--- config.mk ---
export PLATFORM = sky130hd
export DESIGN_NAME = sram_port0_ctrl
export DESIGN_NICKNAME = d
export VERILOG_FILES = /design/src/rtl/sram_ctrl_pkg.sv /design/src/rtl/rsp_fifo.sv /design/src/rtl/sram_port0_ctrl.sv
export SDC_FILE = /design/constraint.sdc
export NUM_CORES = 1
export LEC_CHECK = 0
export CAP_MARGIN = 20
export CORE_MARGIN = 2
export CORE_UTILIZATION = 52
export CTS_BUF_LIST = sky130_fd_sc_hd__clkbuf_16
export DETAILED_ROUTE_END_ITERATION = 6
export PLACE_DENSITY = 0.81
export SLEW_MARGIN = 15
export SYNTH_ARGS = -nofsm -noshare
export SYNTH_HDL_FRONTEND = slang
export SYNTH_SLANG_ARGS = --single-unit
--- constraint.sdc ---
create_clock -name clk -period 6.5 [get_ports clk]
set_input_delay 0.975 -clock clk [delete_from_list [all_inputs] [get_ports clk]]
set_output_delay 0.975 -clock clk [all_outputs]
set_load 0.05 [all_outputs]
--- src/rtl/sram_ctrl_pkg.sv ---
// Shared constants and request bundle for the SRAM port-0 initiator.
package sram_ctrl_pkg;

    localparam int SRAM_ADDR_W  = 10;
    localparam int SRAM_DATA_W  = 8;
    localparam int SRAM_WMASK_W = 1;

    // Accept edge to FIFO write edge
    localparam int RD_LAT = 2;

    localparam logic CSB_IDLE = 1'b1;
    localparam logic WEB_IDLE = 1'b1;

    typedef struct packed {
        logic                    we;
        logic [SRAM_ADDR_W-1:0]  addr;
        logic [SRAM_DATA_W-1:0]  wdata;
        logic [SRAM_WMASK_W-1:0] wmask;
    } sram_req_t;

endpackage

--- src/rtl/rsp_fifo.sv ---
// Synchronous response FIFO; pointers wrap modulo DEPTH (power of 2).
module rsp_fifo #(
    parameter int DATA_W = 8,
    parameter int DEPTH  = 4
) (
    input  logic                       clk,
    input  logic                       rst,
    input  logic                       i_push,
    input  logic [DATA_W-1:0]          i_wdata,
    input  logic                       i_pop,
    output logic [DATA_W-1:0]          o_rdata,
    output logic                       o_full,
    output logic                       o_empty,
    output logic [$clog2(DEPTH):0]     o_count
);

    localparam int PTR_W = $clog2(DEPTH);

    logic [DATA_W-1:0] r_mem [DEPTH];
    logic [PTR_W-1:0]  r_wptr;
    logic [PTR_W-1:0]  r_rptr;
    logic [PTR_W:0]    r_count;

    always_ff @(posedge clk) begin
        if (i_push) begin
            r_mem[r_wptr] <= i_wdata;
        end
    end

    always_ff @(posedge clk) begin
        if (rst) begin
            r_wptr  <= '0;
            r_rptr  <= '0;
            r_count <= '0;
        end else begin
            if (i_push) begin
                r_wptr <= r_wptr + PTR_W'(1);
            end
            if (i_pop) begin
                r_rptr <= r_rptr + PTR_W'(1);
            end
            unique case ({i_push, i_pop})
                2'b10:   r_count <= r_count + (PTR_W+1)'(1);
                2'b01:   r_count <= r_count - (PTR_W+1)'(1);
                default: r_count <= r_count;
            endcase
        end
    end

    assign o_rdata = r_mem[r_rptr];
    assign o_full  = (r_count == (PTR_W+1)'(DEPTH));
    assign o_empty = (r_count == '0);
    assign o_count = r_count;

endmodule

--- src/rtl/sram_port0_ctrl.sv ---
// Port-0 (1RW) initiator for the sky130 1 KiB SRAM: registered pins,
// credit-guarded in-order read responses.
module sram_port0_ctrl
    import sram_ctrl_pkg::*;
#(
    parameter int ADDR_W    = SRAM_ADDR_W,
    parameter int DATA_W    = SRAM_DATA_W,
    parameter int WMASK_W   = SRAM_WMASK_W,
    parameter int RSP_DEPTH = 4
) (
    input  logic               clk,
    input  logic               rst,
    input  logic               req_valid,
    output logic               req_ready,
    input  logic               req_we,
    input  logic [ADDR_W-1:0]  req_addr,
    input  logic [DATA_W-1:0]  req_wdata,
    input  logic [WMASK_W-1:0] req_wmask,
    output logic               rsp_valid,
    input  logic               rsp_ready,
    output logic [DATA_W-1:0]  rsp_rdata,
    output logic               sram_csb0,
    output logic               sram_web0,
    output logic [WMASK_W-1:0] sram_wmask0,
    output logic [ADDR_W-1:0]  sram_addr0,
    output logic [DATA_W-1:0]  sram_din0,
    input  logic [DATA_W-1:0]  sram_dout0
);

    localparam int CNT_W = $clog2(RSP_DEPTH) + 1;

    sram_req_t         w_req;
    logic              w_acc;
    logic              w_rd_acc;
    logic              w_push;
    logic              w_pop;
    logic              w_full;
    logic              w_empty;
    logic [CNT_W-1:0]  w_count;
    logic [CNT_W-1:0]  r_credits;
    logic [RD_LAT-1:0] r_rd_pipe;

    assign w_req = '{we:    req_we,
                     addr:  req_addr,
                     wdata: req_wdata,
                     wmask: req_wmask};

    // Writes bypass the credit check; rsp_ready never reaches req_ready
    assign req_ready = !rst && (req_we || r_credits != '0);
    assign w_acc     = req_valid && req_ready;
    assign w_rd_acc  = w_acc && !req_we;
    assign w_push    = r_rd_pipe[RD_LAT-1];
    assign w_pop     = rsp_valid && rsp_ready;
    assign rsp_valid = !w_empty;

    always_ff @(posedge clk) begin
        if (rst) begin
            sram_csb0   <= CSB_IDLE;
            sram_web0   <= WEB_IDLE;
            sram_wmask0 <= '0;
            sram_addr0  <= '0;
            sram_din0   <= '0;
        end else if (w_acc) begin
            sram_csb0   <= 1'b0;
            sram_web0   <= !w_req.we;
            sram_wmask0 <= w_req.we ? w_req.wmask : '0;
            sram_addr0  <= w_req.addr;
            sram_din0   <= w_req.we ? w_req.wdata : sram_din0;
        end else begin
            sram_csb0   <= CSB_IDLE;
            sram_web0   <= WEB_IDLE;
            sram_wmask0 <= '0;
        end
    end

    always_ff @(posedge clk) begin
        if (rst) begin
            r_rd_pipe <= '0;
        end else begin
            r_rd_pipe <= {r_rd_pipe[RD_LAT-2:0], w_rd_acc};
        end
    end

    always_ff @(posedge clk) begin
        if (rst) begin
            r_credits <= CNT_W'(RSP_DEPTH);
        end else begin
            unique case ({w_rd_acc, w_pop})
                2'b10:   r_credits <= r_credits - CNT_W'(1);
                2'b01:   r_credits <= r_credits + CNT_W'(1);
                default: r_credits <= r_credits;
            endcase
        end
    end

    rsp_fifo #(
        .DATA_W (DATA_W),
        .DEPTH  (RSP_DEPTH)
    ) u_rsp_fifo (
        .clk     (clk),
        .rst     (rst),
        .i_push  (w_push),
        .i_wdata (sram_dout0),
        .i_pop   (w_pop),
        .o_rdata (rsp_rdata),
        .o_full  (w_full),
        .o_empty (w_empty),
        .o_count (w_count)
    );

    a_no_overflow: assert property (@(posedge clk) disable iff (rst)
        !(w_push && w_full));

    a_credit_sum: assert property (@(posedge clk) disable iff (rst)
        int'(r_credits) + int'(w_count) + $countones(r_rd_pipe) == RSP_DEPTH);

endmodule

==> flow_summary.toml <==
[logic_synthesis]
syn_avg_cell_area_um2 = 14.9
netlist_instances = 176
mappedNetlistArea_um2 = 2610
yosysSeqAreaShare_pct = 63.6
synth_nets = 216
synth-seq-cells = 67
yosys_warning_total = 0
yosysUniqueCellTypes = 29
netlist_top_cells_area = "sky130_fd_sc_hd__edfxtp_1 37%, sky130_fd_sc_hd__dfxtp_1 27%, sky130_fd_sc_hd__mux4_2 6.9%"
post-synth-top-area-cell = "sky130_fd_sc_hd__edfxtp_1"
synth.top_cell.area_share_pct = 36.8

[hold_path]
hold_class = "flip-flop to flip-flop"
hold_path_startpoint = "r_rd_pipe[0]"

[cts]
clk_root_buffer_cell = "sky130_fd_sc_hd__clkbuf_16"
postCtsSetupRepairBufs = 0
cts_made_buffers = 9
tritoncts_num_sinks = 67
cts_tree = "done"
ctsResizeCount = 0
clockBufferDepth = 2
htree_num_levels = 3
hold_buffers = 0
clock_insertion_delay_at_the_later_pin_of_the_skew_report_ns = 0.32
clk_pin_slew_ns = 0.05

[power]
pwr-share-comb_pct = 18.3
sw_frac_of_total_pct = 25.8
post-layout-total-power_mw = 1.14
total_switching_power_uw = 295
power.static_leakage_nw = 1.34
p_clk_share_pct = 39.0
power_per_cell_area_nw_per_um2 = 319
p_int_uw = 847
vdd.ir_drop.worst_uv = 193
seqPwrFrac_pct = 42.7

[grt]
grt_pass1_wl_um = 7510
number_of_global_route_vias_before_repair = 1583
grt_max_degree = 34
antenna_found_initial = 0
grt_overflow = 0
grt.total_usage_pct = 18.9

[sta]
fin_setup_tns_ns = 0
max_clock_freq_mhz = 257
post_layout_min_period_ns = 3.89
worst_slew_margin_rel_pct = 59.7
hold_violations = 0
fin_skew_ns = 0.00552
timing.final.max_slew_violations = 0
setup_failing_eps_final = 0
rsz_0062_raised_after_global_routing = "false"
hold-worst-slack_ns = 0.452
worst_slew_pin_slew_ns = 0.603
finalCritPeriodShare_pct = 59.8

[setup_path]
crit_path_end_kind = "output port"
setup.worst_path.class = "input pin to output port"
worst_ep_required_time_ns = 5.52
startpoint_kind_of_the_worst_setup_timing_path = "input pin"
critical_path.startpoint = "rst"
cp_max_fo = 17
critPathArrivalTime_ns = 2.91
timing.rr.start = "r_credits[0]"

[floorplanning]
start_util_pct = 54.6
num_rows = 25
ioPinCount = 63
fp.dieH_um = 74.9
core_region_area_um2 = 4790
fp.dieArea_um2 = 5610
dieWidth_um = 74.9

[placement]
finalWeightedCongestion = 0.657
i_o_buffers = 62
hpwlAfterDp_um = 3070

[detailed_routing]
routed-via-count = 1556
drcViolationCount = 0
wire_per_inst_um = 15.2
via_per_inst = 4.92
first_iter_violations = 61
wl_um = 4790
antenna_violating_nets_post_route = 0
drtPass1Iterations = 4

[layout]
post_route_cells_drive_above_1_share_pct = 13.3
insertedDiodeCount = 0
utilization_pct = 74.8
nets = 284
flow.area_growth_from_synthesis_pct = 37.1

[flow_run]
max-cap-violations = 0

[outcome]
outcome = "completed"
==> flip-flops by register name, summed over array words and instances (netlist names), named ones only <==
signal	cells
u_rsp_fifo.r_mem	32
sram_addr0	10
sram_din0	8
r_credits	3
u_rsp_fifo.o_count	3
r_rd_pipe	2
u_rsp_fifo.r_rptr	2
u_rsp_fifo.r_wptr	2
sram_csb0	1
sram_web0	1
sram_wmask0	1
==> power by group through the flow <==
stage / Sequential (mW) / Combinational, mW / Clock, mW
after floorplan: 0.516 / 0.115 / 0
after global routing: 0.491 / 0.223 / 0.474
after CTS: 0.488 / 0.209 / 0.455
final: 0.488 / 0.209 / 0.445
after detailed placement: 0.495 / 0.206 / 0
after global placement: 0.495 / 0.202 / 0
==> cells by family (layout without fill, tap and decap cells) <==
family	Yosys count	in the layout	synth area share (%)
multiplexers	28	28	16.0
flip-flops	67	67	63.6
XOR/XNOR	7	7	2.35
buffers and inverters	16	89	2.68
AO/OA/AOI/OAI	6	6	1.44
AND/OR/NAND/NOR	44	44	9.53
adder cells (fa/ha/maj)	8	8	4.40
==> synthesized netlist by cell type <==
master                     instances
sky130_fd_sc_hd__a21oi_1           2
sky130_fd_sc_hd__fa_1              2
sky130_fd_sc_hd__nor2b_1          12
sky130_fd_sc_hd__inv_1             9
sky130_fd_sc_hd__xnor2_1           2
sky130_fd_sc_hd__mux2i_1          10
sky130_fd_sc_hd__nor3_1            1
sky130_fd_sc_hd__mux2_4            7
sky130_fd_sc_hd__nor3b_2           1
sky130_fd_sc_hd__mux4_2            8
sky130_fd_sc_hd__or3b_2            1
sky130_fd_sc_hd__buf_2             2
sky130_fd_sc_hd__buf_1             1
sky130_fd_sc_hd__xor2_1            5
sky130_fd_sc_hd__nor2_1           20
sky130_fd_sc_hd__or3_1             2
sky130_fd_sc_hd__buf_6             1
sky130_fd_sc_hd__nand2b_1          1
sky130_fd_sc_hd__and2_1            4
sky130_fd_sc_hd__o21ai_0           2
sky130_fd_sc_hd__nor4_4            1
sky130_fd_sc_hd__nand3b_1          1
sky130_fd_sc_hd__o311ai_0          1
sky130_fd_sc_hd__clkbuf_1          3
sky130_fd_sc_hd__ha_1              6
sky130_fd_sc_hd__mux2_2            3
sky130_fd_sc_hd__edfxtp_1         32
sky130_fd_sc_hd__dfxtp_1          35
sky130_fd_sc_hd__o31a_1            1
==> worst max-delay path, cell delays in order <==
cell                              delay, ns
sky130_fd_sc_hd__clkdlybuf4s50_1       0.72
sky130_fd_sc_hd__buf_8                 0.31
sky130_fd_sc_hd__nor2_1                0.10
sky130_fd_sc_hd__clkdlybuf4s50_1       0.80
==> layout make-up <==
cell class                 instances  area [um2]
tap                               67        83.8
multi-input combinational         93         882
inverter                           9        33.8
clock buffer                       9         225
clock inverter                     7        52.6
sequential                        67        1660
fill                             309        1200
timing repair buffer              64         643
==> path summary, 6_finish.rpt <==
kind / cells past startpoint / slack, ns / to
worst max register to register: 9 / 4.13 / r_credits[2]
worst max-delay path: 4 / 2.61 / req_ready
worst min register to register: 1 / 0.45 / r_rd_pipe[1]
worst min-delay path: 1 / 0.45 / r_rd_pipe[1]
==> metal layers <==
| metal | vias up | GRT usage, % | share of wire [%] | wire length, um |
|---|---|---|---|---|
| met1 | 737 | 22.8 | 43 | 2060 |
| met3 | 13 | 5.35 | 4.6 | 218 |
| met4 | 0 | 12.7 | 3.1 | 150 |
| li1 | 754 | - | - | - |
| met2 | 52 | 29.4 | 49 | 2360 |
| met5 | - | 0 | 0 | 0 |
==> cell usage in the layout, fill, tap and decap left out <==
cell type and instances:
sky130_fd_sc_hd__nor4_4 1, sky130_fd_sc_hd__and2_1 4, sky130_fd_sc_hd__o311ai_0 1, sky130_fd_sc_hd__xnor2_1 2, sky130_fd_sc_hd__clkbuf_16 9, sky130_fd_sc_hd__nand3b_1 1, sky130_fd_sc_hd__edfxtp_1 32, sky130_fd_sc_hd__o31a_1 1
sky130_fd_sc_hd__nor3_1 1, sky130_fd_sc_hd__inv_1 11, sky130_fd_sc_hd__bufinv_16 1, sky130_fd_sc_hd__mux2_4 7, sky130_fd_sc_hd__or3_1 2, sky130_fd_sc_hd__nor2_1 20, sky130_fd_sc_hd__fa_1 2, sky130_fd_sc_hd__buf_4 1
sky130_fd_sc_hd__nand2b_1 1, sky130_fd_sc_hd__mux2_2 3, sky130_fd_sc_hd__nor3b_2 1, sky130_fd_sc_hd__o21ai_0 2, sky130_fd_sc_hd__a21oi_1 2, sky130_fd_sc_hd__buf_8 1, sky130_fd_sc_hd__or3b_2 1, sky130_fd_sc_hd__ha_1 6
sky130_fd_sc_hd__mux2i_1 10, sky130_fd_sc_hd__xor2_1 5, sky130_fd_sc_hd__clkdlybuf4s50_1 62, sky130_fd_sc_hd__dfxtp_1 35, sky130_fd_sc_hd__clkinv_1 4, sky130_fd_sc_hd__mux4_2 8, sky130_fd_sc_hd__nor2b_1 12
==> stage by stage <==
step | cell area [um2] | cells | setup slack, ns
finish | 3580 | 316 | 2.61
global placement | 3290 | 299 | 2.43
CTS | 3570 | 315 | 2.45
detailed placement | 3290 | 299 | 2.45
global route | 3580 | 316 | 2.55
floorplan | 2610 | 176 | 3.49
Note: power is estimated with default switching activity, not from simulation.
